$ cat config.mk
export PLATFORM = sky130hd
export DESIGN_NAME = baud_rate_controller_flat
export DESIGN_NICKNAME = d
export VERILOG_FILES = /design/src/rtl/baud_rate_controller_if.sv /design/src/rtl/baud_rate_controller.sv /design/src/flat_wrapper.sv
export SDC_FILE = /design/constraint.sdc
export NUM_CORES = 1
export LEC_CHECK = 0
export ABC_CLOCK_PERIOD_IN_PS = 2029
export CORE_MARGIN = 3
export CORE_UTILIZATION = 53
export CTS_CLUSTER_SIZE = 16
export DETAILED_ROUTE_END_ITERATION = 8
export MAX_ROUTING_LAYER = met4
export PLACE_DENSITY_LB_ADDON = 0.1
export SYNTH_ARGS = -nofsm -noshare
export SYNTH_HDL_FRONTEND = slang
export SYNTH_SLANG_ARGS = --single-unit
$ cat constraint.sdc
create_clock -name clk_in -period 2.03 [get_ports clk_in]
set_input_delay 0.203 -clock clk_in [delete_from_list [all_inputs] [get_ports clk_in]]
set_output_delay 0.203 -clock clk_in [all_outputs]
set_load 0.005 [all_outputs]
$ cat src/rtl/baud_rate_controller_if.sv
// Host/UART-facing signal bundle of the baud tick scheduler.
// slave = controller side, master = host config regs plus UART TX/RX side.
interface baud_rate_controller_if #(
    parameter int unsigned DIV_W = 16
);
    logic             enable;
    logic             cfg_valid;
    logic [DIV_W-1:0] cfg_div;
    logic             cfg_ready;
    logic             tx_busy;
    logic             rx_busy;
    logic             hold_o;
    logic             tick_16x;
    logic             tick_1x;
    logic [DIV_W-1:0] cur_div;

    modport master (
        output enable, cfg_valid, cfg_div, tx_busy, rx_busy,
        input  cfg_ready, hold_o, tick_16x, tick_1x, cur_div
    );

    modport slave (
        input  enable, cfg_valid, cfg_div, tx_busy, rx_busy,
        output cfg_ready, hold_o, tick_16x, tick_1x, cur_div
    );
endinterface

$ cat src/rtl/baud_rate_controller.sv
// Runtime-programmable baud tick scheduler: prescaler producing tick_16x/tick_1x enables,
// with a drain-then-reload sequence so divisor changes never corrupt an in-flight frame.
module baud_rate_controller #(
    parameter int unsigned DIV_W       = 16,
    parameter int unsigned DEFAULT_DIV = 324,
    parameter int unsigned OVERSAMPLE  = 16
) (
    input  logic                  clk_in,
    input  logic                  rst,
    baud_rate_controller_if.slave bus
);
    localparam int unsigned SUB_W = (OVERSAMPLE > 2) ? $clog2(OVERSAMPLE) : 1;

    typedef enum logic [1:0] {
        RUN   = 2'd0,
        DRAIN = 2'd1,
        LOAD  = 2'd2
    } state_t;

    state_t           state_q, state_d;
    logic [DIV_W-1:0] cnt_q, cnt_d;
    logic [SUB_W-1:0] sub_q, sub_d;
    logic [DIV_W-1:0] cur_div_q, cur_div_d;
    logic [DIV_W-1:0] pending_q, pending_d;
    logic             cfg_ready_q, cfg_ready_d;
    logic             hold_q, hold_d;
    logic             tick16_q, tick16_d;
    logic             tick1_q, tick1_d;

    always_ff @(posedge clk_in or posedge rst) begin
        if (rst) begin
            state_q     <= RUN;
            cnt_q       <= '0;
            sub_q       <= '0;
            cur_div_q   <= DIV_W'(DEFAULT_DIV);
            pending_q   <= '0;
            cfg_ready_q <= 1'b1;
            hold_q      <= 1'b0;
            tick16_q    <= 1'b0;
            tick1_q     <= 1'b0;
        end else begin
            state_q     <= state_d;
            cnt_q       <= cnt_d;
            sub_q       <= sub_d;
            cur_div_q   <= cur_div_d;
            pending_q   <= pending_d;
            cfg_ready_q <= cfg_ready_d;
            hold_q      <= hold_d;
            tick16_q    <= tick16_d;
            tick1_q     <= tick1_d;
        end
    end

    always_comb begin
        state_d     = state_q;
        cnt_d       = cnt_q;
        sub_d       = sub_q;
        cur_div_d   = cur_div_q;
        pending_d   = pending_q;
        cfg_ready_d = cfg_ready_q;
        hold_d      = hold_q;
        tick16_d    = 1'b0;
        tick1_d     = 1'b0;

        // Prescaler keeps the old rate through DRAIN so in-flight frames complete.
        if (state_q != LOAD && bus.enable) begin
            if (cnt_q == cur_div_q) begin
                cnt_d    = '0;
                tick16_d = 1'b1;
                if (sub_q == SUB_W'(OVERSAMPLE - 1)) begin
                    sub_d   = '0;
                    tick1_d = 1'b1;
                end else begin
                    sub_d = sub_q + SUB_W'(1);
                end
            end else begin
                cnt_d = cnt_q + DIV_W'(1);
            end
        end

        case (state_q)
            RUN: begin
                if (bus.cfg_valid && cfg_ready_q) begin
                    pending_d   = (bus.cfg_div == '0) ? DIV_W'(1) : bus.cfg_div;
                    cfg_ready_d = 1'b0;
                    hold_d      = 1'b1;
                    state_d     = DRAIN;
                end
            end
            DRAIN: begin
                if (!bus.tx_busy && !bus.rx_busy) begin
                    state_d = LOAD;
                end
            end
            LOAD: begin
                // Realign both counters to the new divisor; any tick due now is dropped.
                cur_div_d   = pending_q;
                cnt_d       = '0;
                sub_d       = '0;
                cfg_ready_d = 1'b1;
                hold_d      = 1'b0;
                state_d     = RUN;
            end
            default: begin
                state_d = RUN;
            end
        endcase
    end

    assign bus.cfg_ready = cfg_ready_q;
    assign bus.hold_o    = hold_q;
    assign bus.tick_16x  = tick16_q;
    assign bus.tick_1x   = tick1_q;
    assign bus.cur_div   = cur_div_q;
endmodule

$ cat src/flat_wrapper.sv
// flat-port wrapper written by rule: the top's interface ports become plain ports
module baud_rate_controller_flat 
#(
    parameter int unsigned DIV_W       = 16,
    parameter int unsigned DEFAULT_DIV = 324,
    parameter int unsigned OVERSAMPLE  = 16
)
  (clk_in, rst, bus_enable, bus_cfg_valid, bus_cfg_div, bus_tx_busy, bus_rx_busy, bus_cfg_ready, bus_hold_o, bus_tick_16x, bus_tick_1x, bus_cur_div);
  baud_rate_controller_if #(.DIV_W(DIV_W)) bus_i ();
  input  logic clk_in;
  input  logic rst;
  input wire logic [$bits(bus_i.enable)-1:0] bus_enable;
  input wire logic [$bits(bus_i.cfg_valid)-1:0] bus_cfg_valid;
  input wire logic [$bits(bus_i.cfg_div)-1:0] bus_cfg_div;
  input wire logic [$bits(bus_i.tx_busy)-1:0] bus_tx_busy;
  input wire logic [$bits(bus_i.rx_busy)-1:0] bus_rx_busy;
  output wire logic [$bits(bus_i.cfg_ready)-1:0] bus_cfg_ready;
  output wire logic [$bits(bus_i.hold_o)-1:0] bus_hold_o;
  output wire logic [$bits(bus_i.tick_16x)-1:0] bus_tick_16x;
  output wire logic [$bits(bus_i.tick_1x)-1:0] bus_tick_1x;
  output wire logic [$bits(bus_i.cur_div)-1:0] bus_cur_div;
  assign bus_i.enable = bus_enable;
  assign bus_i.cfg_valid = bus_cfg_valid;
  assign bus_i.cfg_div = bus_cfg_div;
  assign bus_i.tx_busy = bus_tx_busy;
  assign bus_i.rx_busy = bus_rx_busy;
  assign bus_cfg_ready = bus_i.cfg_ready;
  assign bus_hold_o = bus_i.hold_o;
  assign bus_tick_16x = bus_i.tick_16x;
  assign bus_tick_1x = bus_i.tick_1x;
  assign bus_cur_div = bus_i.cur_div;
  baud_rate_controller #(.DIV_W(DIV_W), .DEFAULT_DIV(DEFAULT_DIV), .OVERSAMPLE(OVERSAMPLE)) u_core (.clk_in(clk_in), .rst(rst), .bus(bus_i));
endmodule
==> summary.md <==
| Metric | Value |
|---|---|
| Hold WC Path Type | `in -> async` |
| Die X | `between 70 and 80 um` |
| Post-CTS Setup Bufs | `0` |
| Total track usage | `0.241` |
| Nets | `roughly 350` |
| Clock slew at reported path FFs | `70 ps` |
| Wirelength per Cell | `approximately 16 um` |
| Filler cells | `381` |
| First-pass GRT wire length | `around 11 mm` |
| CP arrival | `around 2100 ps` |
| Vias in the first global route | `roughly 2,200` |
| # clock sinks | `58` |
| Number of synthesized flops with an enable pin | `0` |
| RR Endpoint | `u_core.sub_q[3]` |
| RSZ-0062 raised after global routing | `no` |
| Simple-gate area share of the yosys netlist | `0.220` |
| Row cnt | `25` |
| Final worst slack | `roughly 170 ps` |
| Die footprint | `approximately 6000 sq um` |
| Syn Nets | `about 290` |
| Slew @ Worst Pin | `approximately 700 ps` |
| H-tree levels | `3` |
| Max Fanout on Critical Path | `6` |
| Fin crit share | `0.918` |
| Max cap viols | `0` |
| Total CTS buffers | `9` |
| Slew headroom | `0.530` |
| Share of layout cells above drive strength 1 | `0.143` |
| Routability congestion estimate | `0.912` |
| Worst EP required | `between 2000 and 2500 ps` |
| CTS tree | `done` |
| Worst Setup EP | `u_core.sub_q[3]` |
| Avg Synthesized Cell Area | `approximately 10 sq um` |
| Setup CP Type | `reg -> reg` |
| Min Tclk post-route | `~1900 ps` |
| Outcome | `completed` |
| Ys flop type | `dfrtp_1` |
| Leading cell types by count after synthesis | `61 x nand2_1, 54 x dfrtp_1, 20 x xor2_1` |
| Reg area | `about 1500 sq um` |
| Post-Synth Adder-Cell Area | `0.00917` |
| Multiplexer share of the synthesized area | `0.0765` |
| Synth area leaders | `dfrtp_1 49%, nand2_1 8.4%, xor2_1 6.4%, mux2_1 4.9%, dfstp_2 3.8%` |
| Core region area | `just under 5000 sq um` |
| IO Pins | `42` |
| Slew Viols, Final | `0` |
| Area occupied by multi-input gates | `roughly 1200 sq um` |
| FMAX | `0.537 GHz` |
| Synth Area in XOR/XNOR | `0.0674` |
| Yosys top cell area share | `0.495` |
| Remaining Overflow, GRT | `0` |
| FF-to-FF Start | `u_core.bus.cur_div[4]` |
| Cells after synthesis | `270` |
| Async SR Flop Fraction | `1.00` |
| Initial antenna violation count | `0` |
| Cts hold-fix bufs | `0` |
| Routed Antenna Nets | `0` |
| Residual DRC count | `0` |
| Max VDD drop | `0.751 mV` |
| CP startpoint | `u_core.bus.cur_div[4]` |
| Largest net degree at the start of global routing | `25` |
| DRT Pass-1 Iters | `5` |
| Die height | `77.8 um` |
| Worst Reg-to-Reg Cells | `6` |
| Drt initial violations | `between 70 and 80` |
| Max clock buf depth | `2` |
| # resized after CTS | `0` |
| DP HPWL | `4.60 mm` |
| Top-count cell post-synth | `nand2_1` |
| Ys Warns | `0` |
| Antenna Cells | `0` |
| Root buffer cell | `clkbuf_8` |
| Layout area overhead | `29.0%` |
| Cell variety after synth | `40` |
| Final hold violations | `0` |
| Clock latency on the worst-skew pair | `approximately 340 ps` |
| Post-synthesis sequential area ratio | `0.533` |
| Skew final | `7.32 ps` |
| Post-route worst hold slack | `138 ps` |
| Port Buf Inserts | `between 40 and 50` |
| Place WS | `~240 ps` |
| WL final | `~6.3 mm` |
| Pwr dens | `1230 nW/um^2` |
| Synthesized area | `~2700 sq um` |
| Drt via density | `roughly 5.5` |
| DR vias | `around 2,200` |
| Synth Area in Compound Gates | `0.0660` |
| Startpoint types | `flip-flop` |
| Seq cells post-synth | `58` |
| Worst Setup End Kind | `flip-flop` |
| R2r setup slk | `around 170 ps` |
| Initial Utilization | `0.563` |
| Largest family of logic cells by synthesized area | `simple AND/OR/NAND/NOR gates` |
| TNS Setup | `0 ps` |
| LEAKAGE | `approximately 0.0016 uW` |
| Final setup viols | `0` |
| Post-synth top area cell | `dfrtp_1` |
| Final Total Pwr | `~4300 uW` |
[report_power, final]
part           total [uW]  switching [uW]  internal, uW
registers            1890             323          1560
logic                1240             543           695
clock network        1200             477           726
total                4330            1340          2980
[critical path, stage by stage (launching register included)]
cell and delay (ps):
dfrtp_1 430, xor2_1 190, nor4_2 370, nand4_2 230
buf_4 220, o211ai_1 190, o31ai_1 110
[cell families (layout without fill, tap and decap cells)]
logic type,after synthesis,count (layout)
buffers and inverters,17,75
AND/OR/NAND/NOR,122,122
AO/OA/AOI/OAI,31,31
multiplexers,19,19
adder cells (fa/ha/maj),2,2
XOR/XNOR,21,21
flip-flops,58,58
[metrics by stage]
stage | cell area (sq um) | util | std cells
after detailed placement | 3300 | 0.680 | 379
final | 3520 | 0.726 | 395
after CTS | 3520 | 0.726 | 395
after global placement | 3300 | 0.680 | 379
after global routing | 3520 | 0.726 | 395
after floorplan | 2730 | - | 270
[per-layer routing]
layer / vias up / share of wire / GRT usage
li1: 1050 / - / -
met1: 1031 / 0.44 / 0.299
met2: 60 / 0.48 / 0.374
met3: 14 / 0.052 / 0.0673
met4: 0 / 0.026 / 0.0925
met5: - / 0 / -
[cells in the final DEF (no fill, tap or decap), types with 2 or more instances in the layout]
| cell type | synthesis | routed |
|---|---|---|
| nor4_1 | 6 | 6 |
| nand2b_1 | 2 | 2 |
| xor2_1 | 20 | 20 |
| nand4_1 | 2 | 2 |
| nor2_1 | 5 | 5 |
| nor3_1 | 16 | 16 |
| nor4_2 | 3 | 3 |
| buf_4 | 0 | 14 |
| o2111ai_1 | 2 | 2 |
| mux2_1 | 12 | 12 |
| or3_1 | 2 | 2 |
| and4_1 | 2 | 2 |
| o21ai_0 | 14 | 14 |
| dfrtp_1 | 54 | 54 |
| clkbuf_8 | 0 | 10 |
| inv_2 | 1 | 2 |
| nand2_1 | 61 | 61 |
| dfstp_2 | 4 | 4 |
| o21ai_1 | 3 | 3 |
| ha_1 | 2 | 2 |
| mux2_2 | 3 | 3 |
| bufinv_16 | 0 | 2 |
| and3_1 | 7 | 7 |
| a21oi_1 | 7 | 7 |
| clkdlybuf4s50_1 | 0 | 41 |
| nand3_1 | 10 | 10 |
| clkinvlp_4 | 0 | 2 |
| mux2i_1 | 4 | 4 |
[cell type report]
class,instances,area share
flip-flops and latches,58,0.413
multi-input cells,195,0.343
repair buffers,56,0.152
clock buffers,10,0.0391
clock inverters,6,0.0252
well taps,67,0.0238
inverters,3,0.00320
[flip-flops by register name, summed over array words and instances, names as in the netlist]
name and flops:
u_core.sub_q 4, u_core.bus.tick_16x 1, u_core.pending_q 16, u_core.bus.hold_o 1, u_core.bus.tick_1x 1, u_core.state_q 2, u_core.bus.cfg_ready 1, u_core.cnt_q 16
u_core.bus.cur_div 16
[how the worst min path moves through the flow]
stage | from | slack [ps] | endpoint
after CTS | rst | 140 | u_core.pending_q[9]
after floorplan | bus_tx_busy | 270 | u_core.state_q[1]
after detailed placement | u_core.pending_q[4] | 450 | u_core.bus.cur_div[4]
final | rst | 140 | u_core.pending_q[9]
after global placement | u_core.pending_q[4] | 450 | u_core.bus.cur_div[4]
after global routing | rst | 160 | u_core.state_q[1]
Power figures use the tool's default switching activity.
